`config.mk`:
```
export PLATFORM = sky130hd
export DESIGN_NAME = cmd_txn_tracker
export DESIGN_NICKNAME = d
export VERILOG_FILES = /design/src/rtl/cmd_txn_tracker.sv
export SDC_FILE = /design/constraint.sdc
export NUM_CORES = 1
export LEC_CHECK = 0
export ABC_AREA = 1
export BUFFER_PORTS_ARGS = -buffer_cell sky130_fd_sc_hd__buf_2
export CORE_MARGIN = 2
export CORE_UTILIZATION = 30
export CTS_CLUSTER_SIZE = 20
export DETAILED_ROUTE_END_ITERATION = 8
export HOLD_SLACK_MARGIN = 0.08
export PLACE_DENSITY = 0.51
export SKIP_LAST_GASP = 1
export SLEW_MARGIN = 20
export SYNTH_ARGS = -nofsm -noshare
export SYNTH_HDL_FRONTEND = slang
export SYNTH_SLANG_ARGS = --single-unit
export TNS_END_PERCENT = 5
```
`constraint.sdc`:
```
create_clock -name clk -period 11.2 [get_ports clk]
set_input_delay 0.56 -clock clk [delete_from_list [all_inputs] [get_ports clk]]
set_output_delay 0.56 -clock clk [all_outputs]
set_load 0.05 [all_outputs]
```
`src/rtl/cmd_txn_tracker.sv`:
```
// Passive tracker for tagged commands, from the issue handshake until done, with protocol checks.
// All outputs are registered, so each error pulses one cycle after its handshake. Drives no handshakes.
module cmd_txn_tracker #(
   parameter int DEPTH   = 8,
   parameter int TAG_W   = 3,
   parameter int LAT_MAX = 7
) (
   input  logic                       clk,
   input  logic                       rst,
   input  logic                       ooo_mode,
   input  logic                       clr_err,
   input  logic                       cmd_vld,
   input  logic                       cmd_rdy,
   input  logic [2:0]                 cmd_op,
   input  logic [TAG_W-1:0]           cmd_tag,
   input  logic                       done_vld,
   input  logic [2:0]                 done_op,
   input  logic [TAG_W-1:0]           done_tag,
   output logic [$clog2(DEPTH+1)-1:0] outstanding,
   output logic                       full,
   output logic                       empty,
   output logic [7:0]                 err_pulse,
   output logic [7:0]                 err_sticky
);
   localparam int CNT_W = $clog2(DEPTH+1);
   localparam int IDX_W = $clog2(DEPTH);
   localparam int SEQ_W = IDX_W + 1;
   localparam int AGE_W = $clog2(LAT_MAX+1);
   localparam logic [AGE_W-1:0] AGE_MAX  = AGE_W'(LAT_MAX);
   localparam logic [CNT_W-1:0] CNT_FULL = CNT_W'(DEPTH);

   localparam logic [2:0] OP_RST  = 3'd0;
   localparam logic [2:0] OP_INIT = 3'd1;
   localparam logic [2:0] OP_ADD  = 3'd2;
   localparam logic [2:0] OP_REM  = 3'd6;
   localparam logic [2:0] OP_HLT  = 3'd7;

   typedef enum logic [1:0] {
      PH_IDLE   = 2'd0,
      PH_RUN    = 2'd1,
      PH_HALTED = 2'd2
   } phase_t;

   phase_t phase_q, phase_d;

   logic [DEPTH-1:0] ent_vld;
   logic [DEPTH-1:0] ent_tmo;
   logic [TAG_W-1:0] ent_tag [DEPTH];
   logic [2:0]       ent_op  [DEPTH];
   logic [SEQ_W-1:0] ent_seq [DEPTH];
   logic [AGE_W-1:0] ent_age [DEPTH];

   logic             mode_q;
   logic [SEQ_W-1:0] issue_seq_q;
   logic [SEQ_W-1:0] retire_seq_q;

   logic             issue;
   logic [DEPTH-1:0] done_hit;
   logic [IDX_W-1:0] hit_idx;
   logic             hit_any;
   logic             order_ok;
   logic             retire;
   logic [DEPTH-1:0] retire_vec;
   logic [DEPTH-1:0] dup_hit;
   logic             free_any;
   logic [IDX_W-1:0] alloc_idx;
   logic [DEPTH-1:0] tmo_hit;
   logic             track;
   logic             dup;
   logic             alloc;
   logic             seq_err;
   logic             hlt_err;
   logic [7:0]       err_d;
   logic [CNT_W-1:0] cnt_d;

   assign issue = cmd_vld & cmd_rdy;

   // Tags are unique among valid entries, so at most one entry can match a done.
   always_comb begin
      done_hit = '0;
      hit_idx  = '0;
      for (int i = DEPTH-1; i >= 0; i--) begin
         if (ent_vld[i] && ent_tag[i] == done_tag) begin
            done_hit[i] = 1'b1;
            hit_idx     = IDX_W'(i);
         end
      end
   end

   assign hit_any    = |done_hit;
   assign order_ok   = mode_q || (ent_seq[hit_idx] == retire_seq_q);
   assign retire     = done_vld && hit_any && order_ok;
   assign retire_vec = done_hit & {DEPTH{retire}};

   // A slot retiring this cycle counts as free, and its tag no longer counts as a duplicate.
   always_comb begin
      dup_hit   = '0;
      free_any  = 1'b0;
      alloc_idx = '0;
      for (int i = DEPTH-1; i >= 0; i--) begin
         if (ent_vld[i] && !retire_vec[i] && ent_tag[i] == cmd_tag)
            dup_hit[i] = 1'b1;
         if (!ent_vld[i] || retire_vec[i]) begin
            free_any  = 1'b1;
            alloc_idx = IDX_W'(i);
         end
      end
   end

   always_comb begin
      tmo_hit = '0;
      for (int i = 0; i < DEPTH; i++)
         tmo_hit[i] = ent_vld[i] && (ent_age[i] == AGE_MAX) && !ent_tmo[i];
   end

   always_comb begin
      phase_d = phase_q;
      track   = 1'b0;
      seq_err = 1'b0;
      hlt_err = 1'b0;
      case (phase_q)
         PH_IDLE: begin
            if (issue) begin
               if (cmd_op == OP_INIT) phase_d = PH_RUN;
               else                   seq_err = 1'b1;
            end
         end
         PH_RUN: begin
            if (issue) begin
               if (cmd_op == OP_RST) begin
                  seq_err = 1'b1;
               end else if (cmd_op == OP_HLT) begin
                  phase_d = PH_HALTED;
                  hlt_err = (outstanding != '0);
               end else if (cmd_op >= OP_ADD && cmd_op <= OP_REM) begin
                  track = 1'b1;
               end
            end
         end
         PH_HALTED: begin
            if (issue) begin
               if (cmd_op == OP_RST) phase_d = PH_IDLE;
               else                  seq_err = 1'b1;
            end
         end
         default: phase_d = PH_IDLE;
      endcase
   end

   assign dup   = track && (|dup_hit);
   assign alloc = track && !dup && free_any;

   assign err_d[0] = track && !dup && !free_any;
   assign err_d[1] = dup;
   assign err_d[2] = done_vld && !hit_any;
   assign err_d[3] = done_vld && hit_any && (ent_op[hit_idx] != done_op);
   assign err_d[4] = done_vld && hit_any && !order_ok;
   assign err_d[5] = |tmo_hit;
   assign err_d[6] = hlt_err;
   assign err_d[7] = seq_err;

   assign cnt_d = outstanding + CNT_W'(alloc) - CNT_W'(retire);

   always_ff @(posedge clk) begin
      if (rst) phase_q <= PH_IDLE;
      else     phase_q <= phase_d;
   end

   always_ff @(posedge clk) begin
      if (rst) begin
         ent_vld      <= '0;
         ent_tmo      <= '0;
         for (int i = 0; i < DEPTH; i++) begin
            ent_tag[i] <= '0;
            ent_op[i]  <= '0;
            ent_seq[i] <= '0;
            ent_age[i] <= '0;
         end
         mode_q       <= ooo_mode;
         issue_seq_q  <= '0;
         retire_seq_q <= '0;
         outstanding  <= '0;
         full         <= 1'b0;
         empty        <= 1'b1;
         err_pulse    <= '0;
         err_sticky   <= '0;
      end else begin
         for (int i = 0; i < DEPTH; i++) begin
            if (retire_vec[i]) begin
               ent_vld[i] <= 1'b0;
            end else if (ent_vld[i]) begin
               if (ent_age[i] != AGE_MAX) ent_age[i] <= ent_age[i] + AGE_W'(1);
               if (tmo_hit[i])            ent_tmo[i] <= 1'b1;
            end
         end
         // Allocation comes last so it wins over a retire of the same slot.
         if (alloc) begin
            ent_vld[alloc_idx] <= 1'b1;
            ent_tmo[alloc_idx] <= 1'b0;
            ent_tag[alloc_idx] <= cmd_tag;
            ent_op[alloc_idx]  <= cmd_op;
            ent_seq[alloc_idx] <= issue_seq_q;
            ent_age[alloc_idx] <= '0;
         end
         issue_seq_q <= issue_seq_q + SEQ_W'(alloc);

         // The mode can only change on an empty table, which also resyncs the in-order pointer.
         if (outstanding == '0) begin
            mode_q       <= ooo_mode;
            retire_seq_q <= issue_seq_q;
         end else if (retire && !mode_q) begin
            retire_seq_q <= retire_seq_q + SEQ_W'(1);
         end

         outstanding <= cnt_d;
         full        <= (cnt_d == CNT_FULL);
         empty       <= (cnt_d == '0);
         err_pulse   <= err_d;
         err_sticky  <= (clr_err ? 8'h00 : err_sticky) | err_pulse;
      end
   end

endmodule

```
Word level (Yosys, flattened, before mapping) --
Memory sizes are Yosys's and may differ from the RTL's. Index checks and enable logic that the tools add are counted.
Operators by class: add/subtract/negate cells 12, $lt $le $gt $ge 4, equal/unequal tests 46, mux-type cells 179, bitwise gates (word level) 17, reduce and logical (&&, ||, !) cells 105
Operator list (number):
- $mux 1 | 134
- $mux 3 | 29
- $logic_and 1x1->1 | 52
- $eq 3x3->1 | 16
- $logic_not 1->1 | 29
- $eq 3x3->1 const B | 9
- $add 3x1->3 const B | 8
- $mux 8 | 3
- $ne 3x3->1 const B | 8
- $reduce_or 8->1 | 3
- $and 8x8->8 | 2
- $or 8x8->8 | 2
- $mux 2 | 7
- $ne 2x2->1 const B | 7
- $mux 4 | 3
- $logic_or 1x1->1 | 9
- $add 4x1->4 | 2
- $logic_not 4->1 | 2
- $not 8->8 | 1
- $or 1x1->1 | 8
- $reduce_and 7->1 | 1
- $pmux 2 s3 | 1
- $reduce_or 3->1 | 2
- $reduce_or 5->1 | 1
- other kinds (21) | 24
Word-level totals: flip-flop bits (word level) 49, RAM bits 104, bits of input ports 19, word-level logic and storage cells 379, memories kept 4
Memories:
- ent_seq | words 8, width 4, rd ports 1, clocked after Yosys merged registers in 0, write ports 8, line 50 | logic [SEQ_W-1:0] ent_seq [DEPTH];
- ent_age | words 8, width 3, rd ports 8, clocked after Yosys merged registers in 0, write ports 9, line 51 | logic [AGE_W-1:0] ent_age [DEPTH];
- ent_op | words 8, width 3, rd ports 1, clocked after Yosys merged registers in 0, write ports 8, line 49 | logic [2:0] ent_op [DEPTH];
- ent_tag | words 8, width 3, rd ports 8, clocked after Yosys merged registers in 0, write ports 8, line 48 | logic [TAG_W-1:0] ent_tag [DEPTH];

Longest topological paths before layout --
An unclocked memory read counts as a cell.
depth in word-level cells 31, mapped depth 41

Worst setup path before layout --
Ideal clock, no wire load.
kind input to register, start in done_tag[2], end reg empty, setup time 109 ps, data arrival time 4141 ps, required time 11091 ps, slack 6950 ps, stages 39, buffers on the path 2, cells stage by stage buf_4 > inv_2 > nand2_1 > nand2_1 > nand2_1 > nor2_2 > nand2_1 > nand2_1 > nand2_1 > nand2_1 > nand2_2 > nand2_4 > buf_2 > nand3_1 > nand3_1 > nand3_1 > nand3_1 > nand2_2 > [... 3 more ...] > nand3b_1 > nand2_2 > nor2_2 > nand2_4 > nor2_4 > nor2_4 > nand2_8 > ha_1 > inv_1 > ha_1 > inv_1 > fa_1 > xnor2_1 > inv_1 > nand3_1 > nand2_1 > nand2_1 > inv_1
On the way: cells in the longest elaborated chain, start to end 28
Ends and longest elaborated chain:
- start, declared | line 18 | input logic [TAG_W-1:0] done_tag,
- $eq 3x3->1 | line 83 | if (ent_vld[i] && ent_tag[i] == done_tag) begin
- $logic_and 1x1->1 | line 83
- $mux 3 (8 in series) | line 83
- $mem_v2 8x4
- $eq 4x4->1 | line 91 | assign order_ok = mode_q || (ent_seq[hit_idx] == retire_seq_q);
- $logic_or 1x1->1 | line 91
- $logic_and 1x1->1 | line 92 | assign retire = done_vld && hit_any && order_ok;
- $and 8x8->8 | line 93 | assign retire_vec = done_hit & {DEPTH{retire}};
- $logic_or 1x1->1 | line 103 | if (!ent_vld[i] || retire_vec[i]) begin
- $mux 1 (8 in series) | line 103
- $logic_and 1x1->1 | line 151 | assign alloc = track && !dup && free_any;
- $add 4x1->4 | line 162 | assign cnt_d = outstanding + CNT_W'(alloc) - CNT_W'(retire);
- $sub 4x1->4 (*) | line 162
- $logic_not 4->1 (*) | line 217 | empty <= (cnt_d == '0);
- end signal, assigned | line 217
- end, declared | line 21 | output logic empty,
Every way passes the cells marked *; elsewhere a longest branch is shown, timed or not. A chain may end at the register's enable or synchronous reset.

==> results.toml <==
[run_status]
outcome = "completed"

[finish]
final_nets = 1076
drive_gt1_share_pct = 12.8
area_delta_synth_final_pct = 11.6
fin_cells = 1382
post-route-util_pct = 34.2
fin_area_um2 = 9230
diodes = 0

[yosys]
syn_area_per_cell_um2 = 8.28
yosys.area.top_type = "edfxtp_1"
netlist_area_um2 = 8280
synth_edf_count = 81
synth_area_leaders = "edfxtp_1, dfxtp_1, nand2_1"
synth_common_cells = "nand2_1, inv_1, nor2_1"
yosys.area.top_type_share_pct = 29.4
async_reset_ff_share_pct = 0
synth_ff_type = "edfxtp_1"
synth_warnings = 0
yosysMostFrequentCell = "nand2_1"
synth.distinct_cells = 47
syn-instance-count = 1000
syn_nets = 1048
yosysSeqAreaShare_pct = 46.8
ys_seq_elements = 153

[drt]
drt_wl_total_um = 22000
postRouteAntennaNets = 0
drcViolationCount = 0
firstDrtPassIters = 6
routedWlPerCell_um = 15.9
drt_iter0_markers = 406
vias_per_cell = 4.69
vias = 6483

[sta]
hold_violations = 0
fmax_mhz = 203
fin_hold_ws_ps = 318
rsz0062_at_grt = "false"
clock_skew_ps = 11.5
setup_viol = 0
drv_slew = 0
worst_slack_ps = 6270
tightest_slew_ps = 905
tns_ps = 0
fin_crit_ps = 4930
fin_crit_sh_pct = 44.0
slew_headroom_pct = 38.1

[hold_path]
hold_path.startpoint = "ooo_mode"
hp-class = "input pin to flop"

[clock_tree]
post_cts_resized = 0
clk_path_buf_depth = 2
cts.clk_slew.worst_paths_ps = 60
holdBufCountCts = 0
cts_made_buffers = 17
postCtsSetupBuffers = 0
clk_latency_ps = 430
clkSinkCount = 153
cts_tree = "yes"
clock-root-buffer = "clkbuf_16"
htree_levels = 4

[place]
placed_cells = 1350
hpwl_um = 15800
io_buffers = 40
place_area_um2 = 8710
dp_slack_ps = 5920
finalWeightedCongestion = 0.848

[die]
die_x_um = 170
floorplan.rows = 60
start_util_pct = 30.6
core_um2 = 27000
die_h_um = 170
ioPinCount = 41
die_area_um2 = 28900

[worst_setup_path]
end_kind = "flop"
arrival_ps = 5260
slowest_delay_ps = 430
startpoint_type = "flop"
critPathLaunch = "ent_tag[0][0]"
critPathMaxFanout = 24
path_class = "flop to flop"
timing.rr.start = "ent_tag[0][0]"
critPathRequiredTime_ps = 11530
reg2reg_slack_ps = 6270
slowest_stage = "edfxtp_1"
critPathMostFrequentCell = "nand2_1"

[grt]
antenna_found_initial = 0
grt_pass1_vias = 6255
grt_usage_pct = 15.8
grt_overflow = 0
grt_start_max_net_pins = 42
grt_pass1_wl_um = 34800

[job]
drv_cap = 0

[pwr]
vdd_drop_max_mv = 0.0761
power_density_nw_per_um2 = 133
fin_total_pwr_mw = 1.22
p_leak_nw = 3.96
metal layers:
layer	GRT usage [%]	up-vias	routed length (um)
met5	0	-	0
met4	3.94	0	320
met1	20.5	3006	10100
met3	3.16	28	901
met2	26.9	141	10700
li1	-	3308	-
logic make-up (layout without fill, tap and decap cells):
group                    after synthesis  in the layout  synth area share, %
XOR/XNOR                              36             36                 3.81
buffers and inverters                181            222                 9.16
AND/OR/NAND/NOR                      504            504                 28.8
adder cells (fa/ha/maj)               29             29                 4.48
AO/OA/AOI/OAI                         97             97                 6.89
flip-flops                           153            153                 46.8
area by class of cell:
type                            count  area, um2
Fill cell                        2875      17800
Sequential cell                   153       3870
Multi-Input combinational cell    666       3640
Inverter                          148        556
Clock buffer                       20        437
Tap cell                          341        427
Timing Repair Buffer               42        215
Clock inverter                     12       81.3
report_power, final:
| part | total [mW] | internal [mW] | switching [mW] |
|---|---|---|---|
| Combinational | 0.0869 | 0.0251 | 0.0619 |
| Clock | 0.522 | 0.282 | 0.239 |
| Sequential | 0.616 | 0.606 | 0.0101 |
| Total | 1.22 | 0.913 | 0.311 |
cells in the final DEF (no fill, tap or decap), types with 10 or more instances in the layout:
cell type / netlist / routed
a21oi_1: 25 / 25
a31oi_1: 13 / 13
buf_2: 6 / 40
clkbuf_16: 0 / 17
dfxtp_1: 72 / 72
edfxtp_1: 81 / 81
ha_1: 28 / 28
inv_1: 138 / 138
nand2_1: 177 / 177
nand2_2: 10 / 10
nand3_1: 89 / 89
nand3b_1: 20 / 20
nor2_1: 137 / 137
nor2_2: 17 / 17
nor3_1: 21 / 21
o21ai_0: 35 / 35
o22ai_1: 11 / 11
xnor2_1: 10 / 10
xor2_1: 26 / 26
critical path, delay by kind of cell, from the launching register on:
family	cells	cell delay (ps)
and+or+nand+nor	21	2530
xor gates and xnor gates	1	160
DFF	1	430
buffers and inverters	6	630
AOI/OAI and AO/OA	2	270
adders and majority gates	3	770
final timing paths:
check                   to  cells past startpoint
max                  empty                     33
min                 mode_q                      1
max reg2reg          empty                     33
min reg2reg  err_sticky[6]                      2
registers in the layout, indices dropped and copies added, names as in the netlist:
| register | count |
|---|---|
| ent_tag | 24 |
| ent_age | 24 |
| ent_op | 24 |
| empty | 1 |
| phase_q | 2 |
| retire_seq_q | 4 |
| mode_q | 1 |
| ent_tmo | 8 |
| outstanding | 4 |
| err_sticky | 8 |
| ent_seq | 32 |
| err_pulse | 8 |
| ent_vld | 8 |
| issue_seq_q | 4 |
| full | 1 |
Note: power is estimated with default switching activity, not from simulation.
